===== src/rtl/alu_exec_ctrl_if.sv =====
// Request, RAM and ALU connections of the alu_exec_ctrl sequencer.
// slave = the sequencer itself, master = requester plus attached RAM/ALU.
interface alu_exec_ctrl_if #(
   parameter int AW = 8
);
   // Valid/ready: a request transfers in any cycle where req_valid and req_ready
   // are both high; req_* must be held stable while req_valid waits for ready.
   logic          req_valid;
   logic          req_ready;
   logic [4:0]    req_op;
   logic [AW-1:0] req_src_a;
   logic          req_b_imm;
   logic [AW-1:0] req_src_b;
   logic [7:0]    req_imm;
   logic [AW-1:0] req_dst;
   logic          req_use_cy;
   logic          req_wr_cy;

   logic          ram_re;
   logic [AW-1:0] ram_raddr;
   logic [7:0]    ram_rdata;
   logic          ram_we;
   logic [AW-1:0] ram_waddr;
   logic [7:0]    ram_wdata;

   logic [7:0]    alu_a;
   logic [7:0]    alu_b;
   logic [4:0]    alu_op;
   logic          alu_c_in;
   logic [7:0]    alu_ans;
   logic          alu_c_out;

   logic          cy;
   logic          done;

   modport slave (
      input  req_valid, req_op, req_src_a, req_b_imm, req_src_b, req_imm,
             req_dst, req_use_cy, req_wr_cy, ram_rdata, alu_ans, alu_c_out,
      output req_ready, ram_re, ram_raddr, ram_we, ram_waddr, ram_wdata,
             alu_a, alu_b, alu_op, alu_c_in, cy, done
   );

   modport master (
      output req_valid, req_op, req_src_a, req_b_imm, req_src_b, req_imm,
             req_dst, req_use_cy, req_wr_cy, ram_rdata, alu_ans, alu_c_out,
      input  req_ready, ram_re, ram_raddr, ram_we, ram_waddr, ram_wdata,
             alu_a, alu_b, alu_op, alu_c_in, cy, done
   );
endinterface


===== src/rtl/alu_exec_ctrl.sv =====
// Operand fetch / execute / writeback sequencer in front of the 8051 ALU.
// Optional last-writeback forwarding of operand A: define ALU_EXEC_FWD_EN.
module alu_exec_ctrl #(
   parameter int ALU_LAT = 1,
   parameter int AW      = 8
) (
   input  logic             clk,
   input  logic             rst,
   alu_exec_ctrl_if.slave   io_bus,
   output logic [2:0]       o_dbg_state
);

   typedef enum logic [2:0] {
      S_IDLE = 3'd0,
      S_RD_A = 3'd1,
      S_RD_B = 3'd2,
      S_LD_B = 3'd3,
      S_EXEC = 3'd4,
      S_WB   = 3'd5
   } state_t;

   localparam logic [2:0] LAT_INIT = 3'(ALU_LAT - 1);

   state_t        r_state;
   state_t        w_next_state;

   logic          r_cy;
   logic [7:0]    r_a;
   logic [7:0]    r_b;
   logic [4:0]    r_op;
   logic [AW-1:0] r_src_a;
   logic [AW-1:0] r_src_b;
   logic          r_b_imm;
   logic [7:0]    r_imm;
   logic [AW-1:0] r_dst;
   logic          r_use_cy;
   logic          r_wr_cy;
   logic [2:0]    r_lat_cnt;
   logic          r_a_fwd;

   logic          w_accept;
   logic          w_fwd_hit;

`ifdef ALU_EXEC_FWD_EN
   logic          r_fwd_vld;
   logic [AW-1:0] r_fwd_addr;
   logic [7:0]    r_fwd_data;

   // Safe only because no other RAM writer touches addresses this block writes.
   assign w_fwd_hit = r_fwd_vld && (io_bus.req_src_a == r_fwd_addr);
`else
   assign w_fwd_hit = 1'b0;
`endif

   assign w_accept    = (r_state == S_IDLE) && io_bus.req_valid;
   assign o_dbg_state = r_state;

   always_ff @(posedge clk) begin
      if (rst) r_state <= S_IDLE;
      else     r_state <= w_next_state;
   end

   always_comb begin
      w_next_state = r_state;
      unique case (r_state)
         S_IDLE: if (w_accept) w_next_state = w_fwd_hit ? S_RD_B : S_RD_A;
         S_RD_A: w_next_state = S_RD_B;
         S_RD_B: w_next_state = S_LD_B;
         S_LD_B: w_next_state = S_EXEC;
         S_EXEC: if (r_lat_cnt == 3'd0) w_next_state = S_WB;
         S_WB:   w_next_state = S_IDLE;
         default: w_next_state = S_IDLE;
      endcase
   end

   always_ff @(posedge clk) begin
      if (rst) begin
         r_cy      <= 1'b0;
         r_a       <= '0;
         r_b       <= '0;
         r_op      <= '0;
         r_src_a   <= '0;
         r_src_b   <= '0;
         r_b_imm   <= 1'b0;
         r_imm     <= '0;
         r_dst     <= '0;
         r_use_cy  <= 1'b0;
         r_wr_cy   <= 1'b0;
         r_lat_cnt <= '0;
         r_a_fwd   <= 1'b0;
`ifdef ALU_EXEC_FWD_EN
         r_fwd_vld  <= 1'b0;
         r_fwd_addr <= '0;
         r_fwd_data <= '0;
`endif
      end else begin
         unique case (r_state)
            S_IDLE: begin
               if (w_accept) begin
                  r_op     <= io_bus.req_op;
                  r_src_a  <= io_bus.req_src_a;
                  r_b_imm  <= io_bus.req_b_imm;
                  r_src_b  <= io_bus.req_src_b;
                  r_imm    <= io_bus.req_imm;
                  r_dst    <= io_bus.req_dst;
                  r_use_cy <= io_bus.req_use_cy;
                  r_wr_cy  <= io_bus.req_wr_cy;
                  r_a_fwd  <= w_fwd_hit;
`ifdef ALU_EXEC_FWD_EN
                  if (w_fwd_hit) r_a <= r_fwd_data;
`endif
               end
            end
            // RAM data for operand A arrives one cycle after the RD_A strobe.
            S_RD_B: if (!r_a_fwd) r_a <= io_bus.ram_rdata;
            S_LD_B: begin
               r_b       <= r_b_imm ? r_imm : io_bus.ram_rdata;
               r_lat_cnt <= LAT_INIT;
            end
            S_EXEC: if (r_lat_cnt != 3'd0) r_lat_cnt <= r_lat_cnt - 3'd1;
            S_WB: begin
               if (r_wr_cy) r_cy <= io_bus.alu_c_out;
`ifdef ALU_EXEC_FWD_EN
               r_fwd_vld  <= 1'b1;
               r_fwd_addr <= r_dst;
               r_fwd_data <= io_bus.alu_ans;
`endif
            end
            default: ;
         endcase
      end
   end

   assign io_bus.cy = r_cy;

   // Outputs are pure state decodes, forced quiet while rst is high so an
   // aborted operation never writes RAM or pulses done.
   always_comb begin
      io_bus.req_ready = 1'b0;
      io_bus.ram_re    = 1'b0;
      io_bus.ram_raddr = '0;
      io_bus.ram_we    = 1'b0;
      io_bus.ram_waddr = '0;
      io_bus.ram_wdata = '0;
      io_bus.alu_a     = '0;
      io_bus.alu_b     = '0;
      io_bus.alu_op    = '0;
      io_bus.alu_c_in  = 1'b0;
      io_bus.done      = 1'b0;
      if (!rst) begin
         unique case (r_state)
            S_IDLE: io_bus.req_ready = 1'b1;
            S_RD_A: begin
               io_bus.ram_re    = 1'b1;
               io_bus.ram_raddr = r_src_a;
            end
            S_RD_B: begin
               if (!r_b_imm) begin
                  io_bus.ram_re    = 1'b1;
                  io_bus.ram_raddr = r_src_b;
               end
            end
            S_EXEC, S_WB: begin
               io_bus.alu_a    = r_a;
               io_bus.alu_b    = r_b;
               io_bus.alu_op   = r_op;
               io_bus.alu_c_in = r_use_cy & r_cy;
               if (r_state == S_WB) begin
                  io_bus.ram_we    = 1'b1;
                  io_bus.ram_waddr = r_dst;
                  io_bus.ram_wdata = io_bus.alu_ans;
                  io_bus.done      = 1'b1;
               end
            end
            default: ;
         endcase
      end
   end

endmodule

===== src/flat_wrapper.sv =====
// flat-port wrapper written by rule: the top's interface ports become plain ports
module alu_exec_ctrl_flat 
#(
   parameter int ALU_LAT = 1,
   parameter int AW      = 8
)
  (clk, rst, o_dbg_state, io_bus_req_valid, io_bus_req_op, io_bus_req_src_a, io_bus_req_b_imm, io_bus_req_src_b, io_bus_req_imm, io_bus_req_dst, io_bus_req_use_cy, io_bus_req_wr_cy, io_bus_ram_rdata, io_bus_alu_ans, io_bus_alu_c_out, io_bus_req_ready, io_bus_ram_re, io_bus_ram_raddr, io_bus_ram_we, io_bus_ram_waddr, io_bus_ram_wdata, io_bus_alu_a, io_bus_alu_b, io_bus_alu_op, io_bus_alu_c_in, io_bus_cy, io_bus_done);
  alu_exec_ctrl_if #(.AW(AW)) io_bus_i ();
  input  logic clk;
  input  logic rst;
  output logic [2:0] o_dbg_state;
  input wire logic [$bits(io_bus_i.req_valid)-1:0] io_bus_req_valid;
  input wire logic [$bits(io_bus_i.req_op)-1:0] io_bus_req_op;
  input wire logic [$bits(io_bus_i.req_src_a)-1:0] io_bus_req_src_a;
  input wire logic [$bits(io_bus_i.req_b_imm)-1:0] io_bus_req_b_imm;
  input wire logic [$bits(io_bus_i.req_src_b)-1:0] io_bus_req_src_b;
  input wire logic [$bits(io_bus_i.req_imm)-1:0] io_bus_req_imm;
  input wire logic [$bits(io_bus_i.req_dst)-1:0] io_bus_req_dst;
  input wire logic [$bits(io_bus_i.req_use_cy)-1:0] io_bus_req_use_cy;
  input wire logic [$bits(io_bus_i.req_wr_cy)-1:0] io_bus_req_wr_cy;
  input wire logic [$bits(io_bus_i.ram_rdata)-1:0] io_bus_ram_rdata;
  input wire logic [$bits(io_bus_i.alu_ans)-1:0] io_bus_alu_ans;
  input wire logic [$bits(io_bus_i.alu_c_out)-1:0] io_bus_alu_c_out;
  output wire logic [$bits(io_bus_i.req_ready)-1:0] io_bus_req_ready;
  output wire logic [$bits(io_bus_i.ram_re)-1:0] io_bus_ram_re;
  output wire logic [$bits(io_bus_i.ram_raddr)-1:0] io_bus_ram_raddr;
  output wire logic [$bits(io_bus_i.ram_we)-1:0] io_bus_ram_we;
  output wire logic [$bits(io_bus_i.ram_waddr)-1:0] io_bus_ram_waddr;
  output wire logic [$bits(io_bus_i.ram_wdata)-1:0] io_bus_ram_wdata;
  output wire logic [$bits(io_bus_i.alu_a)-1:0] io_bus_alu_a;
  output wire logic [$bits(io_bus_i.alu_b)-1:0] io_bus_alu_b;
  output wire logic [$bits(io_bus_i.alu_op)-1:0] io_bus_alu_op;
  output wire logic [$bits(io_bus_i.alu_c_in)-1:0] io_bus_alu_c_in;
  output wire logic [$bits(io_bus_i.cy)-1:0] io_bus_cy;
  output wire logic [$bits(io_bus_i.done)-1:0] io_bus_done;
  assign io_bus_i.req_valid = io_bus_req_valid;
  assign io_bus_i.req_op = io_bus_req_op;
  assign io_bus_i.req_src_a = io_bus_req_src_a;
  assign io_bus_i.req_b_imm = io_bus_req_b_imm;
  assign io_bus_i.req_src_b = io_bus_req_src_b;
  assign io_bus_i.req_imm = io_bus_req_imm;
  assign io_bus_i.req_dst = io_bus_req_dst;
  assign io_bus_i.req_use_cy = io_bus_req_use_cy;
  assign io_bus_i.req_wr_cy = io_bus_req_wr_cy;
  assign io_bus_i.ram_rdata = io_bus_ram_rdata;
  assign io_bus_i.alu_ans = io_bus_alu_ans;
  assign io_bus_i.alu_c_out = io_bus_alu_c_out;
  assign io_bus_req_ready = io_bus_i.req_ready;
  assign io_bus_ram_re = io_bus_i.ram_re;
  assign io_bus_ram_raddr = io_bus_i.ram_raddr;
  assign io_bus_ram_we = io_bus_i.ram_we;
  assign io_bus_ram_waddr = io_bus_i.ram_waddr;
  assign io_bus_ram_wdata = io_bus_i.ram_wdata;
  assign io_bus_alu_a = io_bus_i.alu_a;
  assign io_bus_alu_b = io_bus_i.alu_b;
  assign io_bus_alu_op = io_bus_i.alu_op;
  assign io_bus_alu_c_in = io_bus_i.alu_c_in;
  assign io_bus_cy = io_bus_i.cy;
  assign io_bus_done = io_bus_i.done;
  alu_exec_ctrl #(.ALU_LAT(ALU_LAT), .AW(AW)) u_core (.clk(clk), .rst(rst), .io_bus(io_bus_i), .o_dbg_state(o_dbg_state));
endmodule

===== config.mk =====
export PLATFORM = sky130hd
export DESIGN_NAME = alu_exec_ctrl_flat
export DESIGN_NICKNAME = d
export VERILOG_FILES = /design/src/rtl/alu_exec_ctrl_if.sv /design/src/rtl/alu_exec_ctrl.sv /design/src/flat_wrapper.sv
export SDC_FILE = /design/constraint.sdc
export NUM_CORES = 1
export LEC_CHECK = 0
export CELL_PAD_IN_SITES_DETAIL_PLACEMENT = 1
export CELL_PAD_IN_SITES_GLOBAL_PLACEMENT = 1
export CORE_MARGIN = 10
export CORE_UTILIZATION = 27
export CTS_CLUSTER_SIZE = 14
export DETAILED_ROUTE_END_ITERATION = 6
export PLACE_DENSITY = 0.74
export SLEW_MARGIN = 20
export SYNTH_ARGS = -nofsm -noshare
export SYNTH_HDL_FRONTEND = slang
export SYNTH_SLANG_ARGS = --single-unit

===== constraint.sdc =====
create_clock -name clk -period 1.49 [get_ports clk]
set_input_delay 0.149 -clock clk [delete_from_list [all_inputs] [get_ports clk]]
set_output_delay 0.149 -clock clk [all_outputs]
set_load 0.01 [all_outputs]

Word-level counts from Yosys, hierarchy flattened
Cells that the tools add are included.
W data, S select, Z words.
{ "totals": {"reg_bits": 63, "output_inout_bits": 54, "wordCells": 64, "input_bits": 60} }
{ "op_classes": {"reduce_logical": 10, "bitwise": 1, "mux": 31, "n_addsub": 1, "eq_ne": 8} }
{ "op_table": {"columns": ["op", "n"], "rows": [
  ["$mux W8", 13],
  ["$pmux W8 S2", 1],
  ["$pmux W3 S5", 1],
  ["$mux W5", 2],
  ["$mux W1", 9],
  ["$mux W3", 3],
  ["$reduce_and A2 Y1", 4],
  ["$eq A3 B2 Y1 const B", 2],
  ["$eq A3 B3 Y1 const B", 2],
  ["$logic_not A3 Y1", 2],
  ["$ne A2 B1 Y1 const B", 3],
  ["$pmux W3 S2", 1],
  ["$eq A3 B1 Y1 const B", 1],
  ["$reduce_bool A3 Y1", 1],
  ["$sub A3 B1 Y3 const B", 1],
  ["$pmux W1 S2", 1],
  ["$reduce_bool A2 Y1", 1],
  ["$reduce_or A2 Y1", 1],
  ["$and A1 B1 Y1", 1],
  ["$logic_and A1 B1 Y1", 1]
]} }

Depth between registers and ports, before layout
{ "depth": {"depth_word": 4, "mapped_depth": 6, "depth_no_buf": 5} }

Worst setup path before layout
Ideal clock, no wire load.
{ "synth_timing": {"path_kind": "register -> output", "start": "reg u_core.r_state[0], in the netlist u_core.o_dbg_state[0]", "end": "out io_bus_ram_raddr[0]", "n_path_buf": 1, "arrival_time_ps": 1539, "setup_slack_ps": -198, "stages_incl_launch_ff": 5, "t_required_ps": 1341, "cell_sequence": "dfxtp_1 -> buf_2 -> nor3b_1 -> a22oi_1 -> nor2_1"} }
{ "synth_via": {"elab_chain_cells": 3, "elab_cells_between_ends": 4, "classes_between": "eq/ne (2); mux (2)"} }
{ "synth_lines": {"columns": ["element", "line", "rtl"], "rows": [
  ["start, declared", "alu_exec_ctrl.sv:24", "state_t r_state;"],
  ["start signal, assigned", "alu_exec_ctrl.sv:60", "else r_state <= w_next_state;"],
  ["$eq A3 B2 Y1 / $eq A3 B1 Y1 (equally long branches)", "alu_exec_ctrl.sv:151", "unique case (r_state)"],
  ["$pmux W8 S2 *", "alu_exec_ctrl.sv:151", null],
  ["$mux W8 *", "alu_exec_ctrl.sv:150", "if (!rst) begin"],
  ["end, declared", "flat_wrapper.sv:26", "output wire logic [$bits(io_bus_i.ram_raddr)-1:0] io_bus_ram_raddr;"]
]} }
Every way passes the cells marked *; elsewhere a longest branch is shown, timed or not.

Worst setup path in the final report
{ "layout_timing": {"start": "reg u_core.r_state[2], in the netlist u_core.o_dbg_state[2]", "end": "out io_bus_ram_raddr[0]"} }
The elaborated chain is that of the path after synthesis.

==> impl_results.rst <==
.. list-table::
   :header-rows: 1

   * - Metric
     - Value
   * - Result of the run
     - finished with violations
   * - Violated checks
     - setup timing
   * - Area of the die
     - approximately 15000 sq um
   * - HPWL Detailed
     - about 7600 um
   * - Data required, critical path
     - 1.34 ns
   * - Input/output buffers
     - ~110
   * - Slew HR
     - 0.7306
   * - Worst-path cell chain
     - buf_12 -> buf_12 -> nor4b_4 -> buf_4 -> a22oi_2 -> nor2_1 -> buf_2
   * - Min Tclk post-route
     - ~2.2 ns
   * - Global-route wire length before repair
     - between 15000 and 20000 um
   * - Maximum single-stage delay on the critical path
     - about 0.36 ns
   * - Final-layout worst hold slack
     - roughly 0.35 ns
   * - Power per unit of standard cell area
     - between 800 and 900 nW/um^2
   * - Worst setup timing slack at the placement stage
     - -0.3151 ns
   * - Leakage power
     - roughly 2.5 nW
   * - Worst skew pair latency
     - between 0.3 and 0.4 ns
   * - Cell Area, Placed
     - 4217 sq um
   * - Post-DRT Antenna Nets
     - 0
   * - Pin slew with the least headroom to its limit
     - slightly below 0.4 ns
   * - Ratio of cells with drive above 1 in the final layout
     - 0.5728
   * - GRT Total Usage
     - 0.1725
   * - Combined flip-flop and latch cell area
     - between 1000 and 1500 sq um
   * - Count of synthesis-stage warnings from yosys
     - 0
   * - Residual DRC count
     - 0
   * - Setup Viol. Count Final
     - 110
   * - Number of instances in the placed design
     - between 500 and 600
   * - Pins over their slew limit
     - 0
   * - Most common library cell in the layout ignoring fill and taps
     - sky130_fd_sc_hd__buf_6
   * - Critical path's most frequent cell
     - sky130_fd_sc_hd__buf_12
   * - Setup slack of the critical path after layout
     - -0.6611 ns
   * - Routability congestion estimate
     - around 0.8
   * - CTS Buf Count
     - 9
   * - Crit. Startpoint
     - u_core.o_dbg_state[2]
   * - Number of global-route vias before repair
     - between 3000 and 4000
   * - Worst supply voltage drop on vdd
     - about 0.5 mV
   * - Fill count
     - 1046
   * - Die span in y
     - 121.2 um
   * - Netlist area before placement
     - roughly 2800 sq um
   * - Number of top-level design ports
     - 114
   * - Cell count after synthesis
     - between 300 and 400
   * - Hold Path Class
     - primary input to flip-flop
   * - Routed wire per std cell
     - about 24 um
   * - Clock buffer depth
     - 2
   * - Die Span X
     - ~120 um
   * - Core ar.
     - 9864 sq um
   * - CP endpoint kind
     - primary output
   * - Portion of the clock cycle consumed by the worst path in the final layout
     - 1.444
   * - Synth unique cells
     - 34
   * - Net count after synthesis
     - 406
   * - Final Cell Area
     - 5851 sq um
   * - Count of nets after finishing
     - 579
   * - Synth Area per Inst
     - ~8.0 sq um
   * - Share of synthesized area occupied by flip-flops and latches
     - 0.4563
   * - Total count of hold-check failures in the final report
     - 0
   * - Highest-delay cell along the critical path
     - sky130_fd_sc_hd__dfxtp_4
   * - Drt initial violations
     - 175
   * - Clock slew at the register clock pins of the worst setup and hold paths
     - 0.07 ns
   * - Unrepaired setup endpoints after global routing
     - true
   * - DRT Pass-1 Iters
     - 4
   * - Max Clock Freq
     - 0.4649 GHz
   * - Routed Wire Length
     - around 15000 um
   * - Initial antenna violation count
     - 0
   * - Origin of the worst min-delay path
     - rst
   * - Number of vias per cell after detailed routing
     - around 5
   * - Worst reg2reg startpoint
     - u_core.o_dbg_state[2]
   * - Number of non-filler instances in the completed layout
     - 655
   * - Count of maximum capacitance violations
     - 0
   * - Count of antenna diodes in the layout
     - 0
   * - Post-synthesis sequential element count
     - 63
   * - Count of H-tree levels built during CTS
     - 3
   * - Detailed-route via count
     - 3298
   * - Effective utilization at floorplan
     - 0.2802
   * - Overflow after GRT
     - 0
   * - Maximum fanout count along the critical path
     - 5
   * - Most used cells in the layout excluding fill and tap cells
     - 77 x sky130_fd_sc_hd__buf_6, 60 x sky130_fd_sc_hd__dfxtp_1, 58 x sky130_fd_sc_hd__clkdlybuf4s50_1
   * - Critical Setup Path Class
     - flip-flop to primary output
   * - Sink count of the clock tree
     - 63
   * - Area added between synthesis and finish
     - 111.7%
   * - Data arrival time at the worst-slack endpoint
     - 2.00 ns
   * - Area occupied by multi-input gates
     - approximately 2100 sq um
   * - Setup skew after layout
     - 0.008236 ns
   * - Root buffer selected by CTS
     - sky130_fd_sc_hd__clkbuf_8
   * - CTS Hold Buffers Added
     - 0
   * - Critical path launch point type
     - flip-flop
   * - Largest net degree at the start of global routing
     - 25
   * - TritonCTS clock tree
     - built
   * - Number of core rows
     - 36
## cell type report
cell class / count / area share
clock buffers: 12 / 0.02652
clock inverters: 4 / 0.003422
inverters: 4 / 0.002566
multi-input cells: 248 / 0.3522
flip-flops and latches: 63 / 0.2175
well taps: 133 / 0.02844
repair buffers: 191 / 0.3693
## worst max-delay path, delay by kind of cell, from the launching register on
| kind | cells | cell delay (ns) |
|---|---|---|
| compound gates | 1 | 0.08 |
| simple gates | 2 | 0.57 |
| flops | 1 | 0.36 |
| buf+inv | 4 | 0.64 |
## state kept, by name (all words and copies together), names as in the netlist, 3 cells and up
register / flops
u_core.r_dst: 8
u_core.r_a: 8
u_core.r_lat_cnt: 3
u_core.o_dbg_state: 3
u_core.r_b: 8
u_core.r_src_a: 8
u_core.r_imm: 8
u_core.r_op: 5
u_core.r_src_b: 8
## metrics by stage
stage	setup TNS (ns)	power [mW]	util
after floorplan	-0.4358	2.337	-
after global placement	-15.51	2.690	0.4274
after detailed placement	-16.60	2.720	0.4274
after CTS	-20.14	4.451	0.5230
after global routing	-38.71	4.994	0.5931
final	-33.28	4.818	0.5931
## logic make-up (layout without fill, tap and decap cells)
| group | Yosys count | count (layout) | synth area share |
|---|---|---|---|
| compound gates | 63 | 63 | 0.1331 |
| xor+xnor | 1 | 1 | 0.003169 |
| fa+ha+maj | 2 | 2 | 0.009052 |
| buf+inv | 33 | 211 | 0.04889 |
| flops | 63 | 63 | 0.4563 |
| mux | 17 | 17 | 0.06157 |
| simple gates | 165 | 165 | 0.2879 |
## synthesized netlist by cell type
library cell	number	area, sq um
sky130_fd_sc_hd__nand2_1	80	300.3
sky130_fd_sc_hd__dfxtp_1	63	1261
sky130_fd_sc_hd__a21oi_1	42	210.2
sky130_fd_sc_hd__and2_1	37	231.5
sky130_fd_sc_hd__nor2_1	28	105.1
sky130_fd_sc_hd__clkbuf_1	21	78.83
sky130_fd_sc_hd__mux2i_1	17	170.2
sky130_fd_sc_hd__a211oi_1	9	67.56
sky130_fd_sc_hd__a22oi_1	8	60.06
sky130_fd_sc_hd__buf_2	6	30.03
sky130_fd_sc_hd__inv_1	4	15.01
sky130_fd_sc_hd__nor3b_1	3	22.52
sky130_fd_sc_hd__ha_1	2	25.02
sky130_fd_sc_hd__nor3_1	2	10.01
sky130_fd_sc_hd__or3_1	2	12.51
sky130_fd_sc_hd__or4_1	2	15.01
sky130_fd_sc_hd__a211o_1	1	8.760
sky130_fd_sc_hd__and3_1	1	6.260
sky130_fd_sc_hd__and3b_1	1	8.760
sky130_fd_sc_hd__and4bb_1	1	12.51
sky130_fd_sc_hd__buf_1	1	3.750
sky130_fd_sc_hd__buf_4	1	7.510
sky130_fd_sc_hd__nand3b_1	1	7.510
sky130_fd_sc_hd__nand4b_1	1	8.760
sky130_fd_sc_hd__nor2b_1	1	6.260
sky130_fd_sc_hd__nor4_1	1	6.260
sky130_fd_sc_hd__nor4b_1	1	8.760
sky130_fd_sc_hd__nor4b_2	1	15.01
sky130_fd_sc_hd__o211ai_1	1	7.510
sky130_fd_sc_hd__o21ai_0	1	5.000
sky130_fd_sc_hd__o41ai_1	1	8.760
sky130_fd_sc_hd__or3b_1	1	8.760
sky130_fd_sc_hd__or4b_2	1	10.01
sky130_fd_sc_hd__xnor2_1	1	8.760
## metal layers
layer | routed length (um) | vias up | track usage | share of wire
met5 | 0 | - | 0 | 0
met2 | 8028 | 115 | 0.3099 | 0.52
li1 | - | 1502 | - | -
met3 | 943 | 32 | 0.03443 | 0.061
met4 | 369 | 0 | 0.05738 | 0.024
met1 | 6064 | 1649 | 0.1992 | 0.39
## final timing paths
| kind | slack, ns | depth (start not counted) | endpoint |
|---|---|---|---|
| worst min register to register | 0.48 | 2 | u_core.r_op[3] |
| worst min-delay path | 0.35 | 3 | u_core.r_a[3] |
| worst max-delay path | -0.66 | 7 | io_bus_ram_raddr[0] |
| worst max register to register | -0.43 | 7 | u_core.r_lat_cnt[2] |
## what timing repair did
item,4_1_cts,5_1_grt
pin swaps,67,50
buffers inserted,26,21
gates cloned,9,3
endpoints found under the hold margin,0,0
setup endpoints to repair,104,102
gates resized for setup,366,145
## power by group
| group | internal, mW | switching, mW | leakage [nW] |
|---|---|---|---|
| Combinational | 0.761 | 0.693 | 1.85 |
| Sequential | 1.81 | 0.150 | 0.517 |
| Clock | 0.685 | 0.718 | 0.0959 |
| Total | 3.26 | 1.56 | 2.46 |
(Power assumes the default switching activity.)
